File: config.mk
export PLATFORM = sky130hd
export DESIGN_NAME = hazard_unit
export DESIGN_NICKNAME = d
export VERILOG_FILES = /design/src/rtl/hazard_pkg.sv /design/src/rtl/hz_shadow_stage.sv /design/src/rtl/hazard_unit.sv
export SDC_FILE = /design/constraint.sdc
export NUM_CORES = 1
export LEC_CHECK = 0
export ABC_AREA = 0
export BUFFER_PORTS_ARGS = -buffer_cell sky130_fd_sc_hd__buf_2
export CORE_ASPECT_RATIO = 0.8
export CORE_MARGIN = 2
export CORE_UTILIZATION = 40
export DETAILED_ROUTE_END_ITERATION = 8
export PLACE_DENSITY = 0.69
export SLEW_MARGIN = 20
export SYNTH_ARGS = -nofsm -noshare
export SYNTH_HDL_FRONTEND = slang
export SYNTH_HIERARCHICAL = 1
export SYNTH_SLANG_ARGS = --single-unit
File: constraint.sdc
create_clock -name clk -period 1.8 [get_ports clk]
set_clock_uncertainty 0.15 [all_clocks]
set_input_delay 0.36 -clock clk [delete_from_list [all_inputs] [get_ports clk]]
set_output_delay 0.36 -clock clk [all_outputs]
set_load 0.02 [all_outputs]
File: src/rtl/hazard_pkg.sv
// Shared types and helpers for the pipeline hazard unit: forwarding selects,
// FSM states, shadow-stage payloads and producer/forward-match functions.
package hazard_pkg;

  localparam logic [4:0] XZR = 5'd31;

  typedef enum logic [1:0] {
    FWD_RF    = 2'b00,
    FWD_EXMEM = 2'b01,
    FWD_MEMWB = 2'b10
  } fwd_sel_t;

  typedef enum logic [1:0] {
    RUN   = 2'b00,
    STALL = 2'b01,
    FLUSH = 2'b10
  } hz_state_t;

  // Stage payloads; the valid bit lives separately inside hz_shadow_stage.
  typedef struct packed {
    logic [4:0] rn;
    logic [4:0] rm;
    logic       use_a;
    logic       use_b;
    logic [4:0] rd;
    logic       reg_write;
    logic       mem_read;
  } idex_stage_t;

  typedef struct packed {
    logic [4:0] rd;
    logic       reg_write;
  } wb_stage_t;

  localparam int IDEX_W = $bits(idex_stage_t);
  localparam int WB_W   = $bits(wb_stage_t);

  function automatic logic is_producer(input logic valid, input logic reg_write,
                                       input logic [4:0] rd);
    return valid & reg_write & (rd != XZR);
  endfunction

  function automatic fwd_sel_t fwd_pick(input logic use_src, input logic [4:0] src,
                                        input logic exmem_prod, input logic [4:0] exmem_rd,
                                        input logic memwb_prod, input logic [4:0] memwb_rd);
    fwd_sel_t sel;
    sel = FWD_RF;
    if (use_src && exmem_prod && (src == exmem_rd)) begin
      sel = FWD_EXMEM;
    end else if (use_src && memwb_prod && (src == memwb_rd)) begin
      sel = FWD_MEMWB;
    end else begin
      sel = FWD_RF;
    end
    return sel;
  endfunction

endpackage

File: src/rtl/hz_shadow_stage.sv
// One shadow pipeline stage: a valid bit plus W payload bits, cleared
// asynchronously by reset and reloaded every cycle.
module hz_shadow_stage #(
  parameter int W = 1
) (
  input  logic         clk,
  input  logic         reset,
  input  logic         valid_d,
  input  logic [W-1:0] data_d,
  output logic         valid_q,
  output logic [W-1:0] data_q
);

  // Stage register; advances unconditionally, the caller injects bubbles.
  always_ff @(posedge clk or negedge reset) begin
    if (!reset) begin
      valid_q <= 1'b0;
      data_q  <= {W{1'b0}};
    end else begin
      valid_q <= valid_d;
      data_q  <= data_d;
    end
  end

endmodule

File: src/rtl/hazard_unit.sv
// Pipeline hazard unit: operand forwarding, load-use stall and taken-branch
// flush, driven by three shadow stages that mirror ID/EX, EX/MEM and MEM/WB.
module hazard_unit
  import hazard_pkg::*;
(
  input  logic        clk,
  input  logic        reset,
  input  logic        valid_d,
  input  logic [4:0]  Rn_d,
  input  logic [4:0]  Rm_d,
  input  logic        useA_d,
  input  logic        useB_d,
  input  logic [4:0]  Rd_d,
  input  logic        RegWrite_d,
  input  logic        MemRead_d,
  input  logic        brTaken_x,
  output logic [1:0]  fwdA_x,
  output logic [1:0]  fwdB_x,
  output logic        pcWrite,
  output logic        ifidWrite,
  output logic        ifidFlush,
  output logic        idexBubble,
  output logic [1:0]  state,
  output logic [15:0] bubbleCnt
);

  hz_state_t         state_q, state_d;
  logic [15:0]       bubble_cnt_q, bubble_cnt_d;

  logic              idex_valid_q, exmem_valid_q, memwb_valid_q;
  logic [IDEX_W-1:0] idex_bits_q;
  logic [WB_W-1:0]   exmem_bits_q, memwb_bits_q;
  idex_stage_t       idex_q, idex_in_s, idex_d;
  wb_stage_t         exmem_q, memwb_q, exmem_d;
  logic              idex_valid_d;

  logic              load_use_s, exmem_prod_s, memwb_prod_s;

  assign idex_q  = idex_stage_t'(idex_bits_q);
  assign exmem_q = wb_stage_t'(exmem_bits_q);
  assign memwb_q = wb_stage_t'(memwb_bits_q);

  assign idex_in_s = '{rn: Rn_d, rm: Rm_d, use_a: useA_d, use_b: useB_d,
                       rd: Rd_d, reg_write: RegWrite_d, mem_read: MemRead_d};
  assign exmem_d   = '{rd: idex_q.rd, reg_write: idex_q.reg_write};

  assign exmem_prod_s = is_producer(exmem_valid_q, exmem_q.reg_write, exmem_q.rd);
  assign memwb_prod_s = is_producer(memwb_valid_q, memwb_q.reg_write, memwb_q.rd);

  assign fwdA_x = fwd_pick(idex_valid_q & idex_q.use_a, idex_q.rn,
                           exmem_prod_s, exmem_q.rd, memwb_prod_s, memwb_q.rd);
  assign fwdB_x = fwd_pick(idex_valid_q & idex_q.use_b, idex_q.rm,
                           exmem_prod_s, exmem_q.rd, memwb_prod_s, memwb_q.rd);

  // A matching Rd implies the source is not XZR, since Rd is already checked.
  assign load_use_s = idex_valid_q & idex_q.mem_read & (idex_q.rd != XZR) & valid_d &
                      ((useA_d & (Rn_d == idex_q.rd)) | (useB_d & (Rm_d == idex_q.rd)));

  // Pipeline control and next state; reset forces the quiescent RUN controls.
  always_comb begin
    pcWrite      = 1'b1;
    ifidWrite    = 1'b1;
    ifidFlush    = 1'b0;
    idexBubble   = 1'b0;
    idex_valid_d = valid_d;
    idex_d       = idex_in_s;
    state_d      = RUN;
    if (!reset) begin
      idex_valid_d = 1'b0;
      idex_d       = '0;
    end else if (brTaken_x) begin
      ifidFlush    = 1'b1;
      idexBubble   = 1'b1;
      idex_valid_d = 1'b0;
      idex_d       = '0;
      state_d      = FLUSH;
    end else if (load_use_s) begin
      pcWrite      = 1'b0;
      ifidWrite    = 1'b0;
      idexBubble   = 1'b1;
      idex_valid_d = 1'b0;
      idex_d       = '0;
      state_d      = STALL;
    end else begin
      state_d      = RUN;
    end
  end

  always_comb begin
    bubble_cnt_d = bubble_cnt_q;
    if (idexBubble && (bubble_cnt_q != 16'hFFFF)) begin
      bubble_cnt_d = bubble_cnt_q + 16'd1;
    end else begin
      bubble_cnt_d = bubble_cnt_q;
    end
  end

  // FSM state and bubble counter registers.
  always_ff @(posedge clk or negedge reset) begin
    if (!reset) begin
      state_q      <= RUN;
      bubble_cnt_q <= 16'd0;
    end else begin
      state_q      <= state_d;
      bubble_cnt_q <= bubble_cnt_d;
    end
  end

  assign state     = state_q;
  assign bubbleCnt = bubble_cnt_q;

  hz_shadow_stage #(.W(IDEX_W)) u_idex (
    .clk(clk), .reset(reset), .valid_d(idex_valid_d), .data_d(idex_d),
    .valid_q(idex_valid_q), .data_q(idex_bits_q)
  );

  hz_shadow_stage #(.W(WB_W)) u_exmem (
    .clk(clk), .reset(reset), .valid_d(idex_valid_q), .data_d(exmem_d),
    .valid_q(exmem_valid_q), .data_q(exmem_bits_q)
  );

  hz_shadow_stage #(.W(WB_W)) u_memwb (
    .clk(clk), .reset(reset), .valid_d(exmem_valid_q), .data_d(exmem_q),
    .valid_q(memwb_valid_q), .data_q(memwb_bits_q)
  );

endmodule
**Yosys cells after proc, flatten, opt, wreduce, memory -nomap -nowiden**

Index checks and enable logic that the tools add are counted.

- Logic and storage cells: 62
- Memory bits (writable): 0
- Bits in latches: 0
- Memories: 0
- Memory bits (read-only): 0
- Bits in registers: 52
- Bits of input ports: 23
- Output and inout port bits: 26

- Eq/ne operators: 10
- Order comparisons: 0
- Muxes and demuxes: 21
- Reductions and logical operators: 9
- Shifts and indexed selects: 0
- Div/mod/pow operators: 0
- Bitwise gates (word level): 13
- $mul: 0
- $add $sub $neg: 1

Operator list:

| operator | count |
|---|---|
| two-way mux 19 bit | 3 |
| == test 5 bit | 6 |
| adder 16 x 1 -> 16 bit, second input constant | 1 |
| != test 16 bit, second input constant | 1 |
| != test 5 bit, second input constant | 3 |
| bitwise AND 1 bit | 12 |
| two-way mux 1 bit | 12 |
| two-way mux 2 bit | 6 |
| logical AND 1 bit | 9 |
| OR 1 bit | 1 |

**Longest topological paths before layout**

- Depth in word-level cells: 8
- Depth in mapped cells: 7
- Depth with buffers taken out: 6

**Hierarchy**

Netlist, hierarchy kept.

Modules (own cells, without submodules):

| module | area an instance (um^2) | times used | cells each |
|---|---|---|---|
| hazard_unit | 1,516.5 | 1 | 163 |
| hz_shadow_stage (u_idex) | 500.5 | 1 | 20 |
| hz_shadow_stage (u_exmem ...) | 175.2 | 2 | 7 |

**Worst setup path before layout**

No wires, ideal clock.

- Path kind: register to output
- Start: register u_exmem.data_q[1]
- End: output port fwdA_x[1]
- Stages on the path, launching flop included: 5
- Slack: -437 ps
- Data arrival time: 1,727 ps
- Data required time: 1,290 ps
- Buffers on the path: 0
- Cell sequence: dfrtp_1 > xnor2_1 > nand4_1 > nor4_1 > nor4_1

- Cells in the longest elaborated chain, start to end: 5

Ends and longest elaborated chain:

| what | line | RTL |
|---|---|---|
| start, declared | hz_shadow_stage.sv:11 | `output logic [W-1:0] data_q` |
| start signal, assigned | hz_shadow_stage.sv:18 | `data_q <= {W{1'b0}};` |
| start signal, assigned | hz_shadow_stage.sv:21 | `data_q <= data_d;` |
| != test 5 bit | hazard_pkg.sv:40 | `return valid & reg_write & (rd != XZR);` |
| bitwise AND 1 bit | hazard_pkg.sv:40 |  |
| logical AND 1 bit | hazard_pkg.sv:48 | `if (use_src && exmem_prod && (src == exmem_rd)) begin` |
| logical AND 1 bit (*) | hazard_pkg.sv:48 |  |
| two-way mux 2 bit (*) | hazard_pkg.sv:48 |  |
| end, declared | hazard_unit.sv:17 | `output logic [1:0] fwdA_x,` |

Every way passes the cells marked *; elsewhere a longest branch is shown, timed or not.

**Final worst setup path**

- Start: register u_exmem.data_q[4]
- End: output port fwdB_x[1]

- Cells in the longest elaborated chain, start to end: 5

Ends and longest elaborated chain:

| what | line | RTL |
|---|---|---|
| != test 5 bit | hazard_pkg.sv:40 |  |
| bitwise AND 1 bit | hazard_pkg.sv:40 |  |
| logical AND 1 bit | hazard_pkg.sv:48 |  |
| logical AND 1 bit (*) | hazard_pkg.sv:48 |  |
| two-way mux 2 bit (*) | hazard_pkg.sv:48 |  |
| end, declared | hazard_unit.sv:18 | `output logic [1:0] fwdB_x,` |

Marks and branches as above.

==> results.py <==
metrics = {
    "run_status": {
        "outcome": "finished with violations",
        "violations": "setup timing",
    },
    "final_layout": {
        "finish.utilization_pct": 59.1,
        "layout_common_cells": "buf_2, dfrtp_1, buf_4, xor2_1, and2_1",
        "final_common_cell": "buf_2",
        "multi_input_area_um2": 1230,
        "fillers": 500,
        "drive_above_1_share_pct": 49.3,
        "fin_nets": 317,
        "synthToLayoutAreaGrowth_pct": 45.2,
        "regArea_um2": 1310,
        "n_antenna_cell": 0,
    },
    "sta": {
        "relSlewSlack_pct": 68.3,
        "hold_viol": 0,
        "worst_slack_ns": -0.439,
        "setup_violations": 43,
        "clock.fmax_mhz": 447,
        "worstMarginPinSlew_ns": 0.476,
        "period_share_pct": 124,
        "min_period_ns": 2.24,
        "rsz0062_at_grt": "yes",
        "final_max_slew_viol_count": 0,
    },
    "routing": {
        "finalWirelength_um": 5570,
        "ant_nets": 0,
        "drt-initial-drc-count": 78,
        "vias": 1761,
        "detail_route.wl_per_cell_um": 14.9,
        "drc": 0,
        "drt_pass1_iterations": 4,
        "routed_via_density": 4.70,
    },
    "critical_path": {
        "crit_start": "u_exmem/data_q[4]",
        "critical_path_class": "reg2out",
        "worstPathRequired_ns": 1.29,
        "r2r-start": "u_idex/data_q[6]",
        "critPathLaunchType": "register",
        "crit_fanout": 4,
        "cp.arrival_ns": 1.73,
        "worstSetupEndpointType": "output port",
    },
    "synth": {
        "ys_seq_area_share_pct": 55.0,
        "syn-num-nets": 221,
        "syn_avg_cell_area_um2": 12.0,
        "syn-cell-area_um2": 2370,
        "synth_cells": 197,
        "synth_cell_types": 34,
        "synth-seq-cells": 52,
        "yosys_warnings": 6,
    },
    "clock_tree": {
        "cts_buffers": 5,
        "h-tree-depth": 2,
        "clk_latency_ns": 0.30,
        "cts-root-buf": "clkbuf_8",
        "clkSlewWorstSetupHoldPaths_ns": 0.09,
        "clk_path_buf_depth": 2,
        "tritoncts": "built",
        "cts.sinks": 52,
    },
    "flow_run": {
        "maxCapViolCount": 0,
    },
    "die": {
        "die-width_um": 90.0,
        "die-area_um2": 6550,
        "start_util_pct": 40.7,
        "io_pins": 49,
        "rows": 25,
        "core_area_um2": 5820,
        "die_h_um": 72.8,
    },
    "power": {
        "leakage_uw": 0.00172,
        "switching_share_pct": 28.4,
        "comb_power_share_pct": 22.6,
        "clkPwrFrac_pct": 28.5,
        "p_sw_uw": 791,
        "ir_drop_mv": 0.469,
        "p_int_uw": 1990,
        "pwr-share-seq_pct": 48.9,
        "p_per_area_nw_per_um2": 809,
    },
    "global_routing": {
        "grt_antenna_before_repair": 0,
        "grt_pass1_wl_um": 8850,
        "grt_max_degree": 40,
        "grt.overflow.total": 0,
        "track_usage_pct": 17.2,
        "grt_pass1_vias": 1795,
    },
    "place": {
        "place_hpwl_um": 3790,
        "dpl_worst_slack_ns": -0.238,
        "gp_congestion": 0.770,
        "port_buffers": 48,
    },
    "min_path": {
        "hold_start": "Rd_d[3]",
        "min_path_type": "in2reg",
    },
}
[critical path: stages, from the launching register on]
cell and delay (ns):
dfrtp_2 0.45, nand2_1 0.07, o211ai_1 0.14, buf_4 0.17, nor4_4 0.36, nor4_4 0.08, buf_4 0.16
[power groups by stage]
stage               Combinational, µW  Clock, µW  Sequential (µW)
floorplan                         194          0             1460
detailed placement                535          0             1380
CTS                               587        813             1350
global placement                  526          0             1370
global route                      683        856             1370
finish                            629        793             1360
[registers in the layout, summed over array words and instances, names as in the netlist]
name	cells
u_exmem/data_q	6
u_exmem/valid_q	1
u_idex/valid_q	1
bubbleCnt	16
u_memwb/valid_q	1
u_idex/data_q	19
u_memwb/data_q	6
state	2
[cells by family after synthesis]
family                     count (synthesis)  synth area share, %
buffers and inverters                      8                 2.22
DFF                                       52                 55.0
adders and majority gates                  1                0.528
AOI/OAI and AO/OA                          6                 2.38
xor gates and xnor gates                  43                 15.9
and+or+nand+nor                           84                 22.6
muxes                                      3                 1.37
[through the flow]
| step | std cells | total power (µW) | hold WS (ns) | setup TNS [ns] | area, µm² |
|---|---|---|---|---|---|
| final | 375 | 2780 | 0.111 | -7.12 | 3440 |
| after global routing | 375 | 2910 | 0.110 | -11.31 | 3440 |
| after CTS | 370 | 2750 | 0.104 | -5.78 | 3310 |
| after detailed placement | 353 | 1910 | 0.0877 | -4.63 | 2990 |
| after global placement | 353 | 1900 | 0.0870 | -2.83 | 2990 |
| after floorplan | 197 | 1650 | -0.0856 | -0.363 | 2440 |
[final cells by class]
type,count,share of cell area (%)
Multi-Input combinational cell,137,35.9
Tap cell,81,2.95
Sequential cell,52,38.2
Timing Repair Buffer,95,19.5
Clock inverter,3,1.24
Clock buffer,5,2.00
Inverter,2,0.218
[final timing paths]
| path | endpoint | slack, ns | cells past startpoint |
|---|---|---|---|
| max | fwdB_x[1] | -0.44 | 6 |
| min | u_idex/data_q[5] | 0.11 | 2 |
| max reg2reg | bubbleCnt[2] | -0.33 | 10 |
| min reg2reg | u_exmem/data_q[0] | 0.22 | 0 |
| max in group asynchronous | u_idex/data_q[4] | 0.71 | 3 |
| min in group asynchronous | bubbleCnt[2] | 0.15 | 2 |
[repair_timing]
action                                  in CTS  in global routing
pin swaps                                   25                 14
hold buffers                                 2                  0
buffers inserted                             6                  7
gates cloned                                 1                  0
resized for setup                           29                 23
endpoints found under the setup margin      39                 43
endpoints found under the hold margin        2                  0
[cells in the mapped netlist (all sizes together)]
library cell / count / area (µm²)
dfrtp: 52 / 1300
xor2: 24 / 210
and2: 22 / 138
xnor2: 19 / 166
nand2: 14 / 55.1
nand3: 8 / 40.0
nor3: 8 / 70.1
nor4: 8 / 62.6
and3: 7 / 48.8
buf: 6 / 45.0
nand4: 6 / 43.8
nor2: 3 / 11.3
nor3b: 3 / 27.5
a31oi: 2 / 12.5
inv: 2 / 7.51
mux2: 2 / 22.5
nand3b: 2 / 15.0
a211oi: 1 / 7.51
a21oi: 1 / 16.3
and4: 1 / 11.3
ha: 1 / 12.5
mux2i: 1 / 10.0
nand2b: 1 / 6.26
nor2b: 1 / 6.26
o211ai: 1 / 7.51
o22ai: 1 / 12.5
[layer usage]
| layer | share of wire (%) | routed length [µm] | GRT usage, % |
|---|---|---|---|
| met1 | 46 | 2550 | 23.6 |
| met3 | 3.6 | 202 | 3.82 |
| met5 | 0 | 0 | 0 |
| met2 | 49 | 2730 | 28.0 |
| met4 | 1.7 | 94 | 5.13 |
Note: power is estimated with default switching activity, not from simulation.
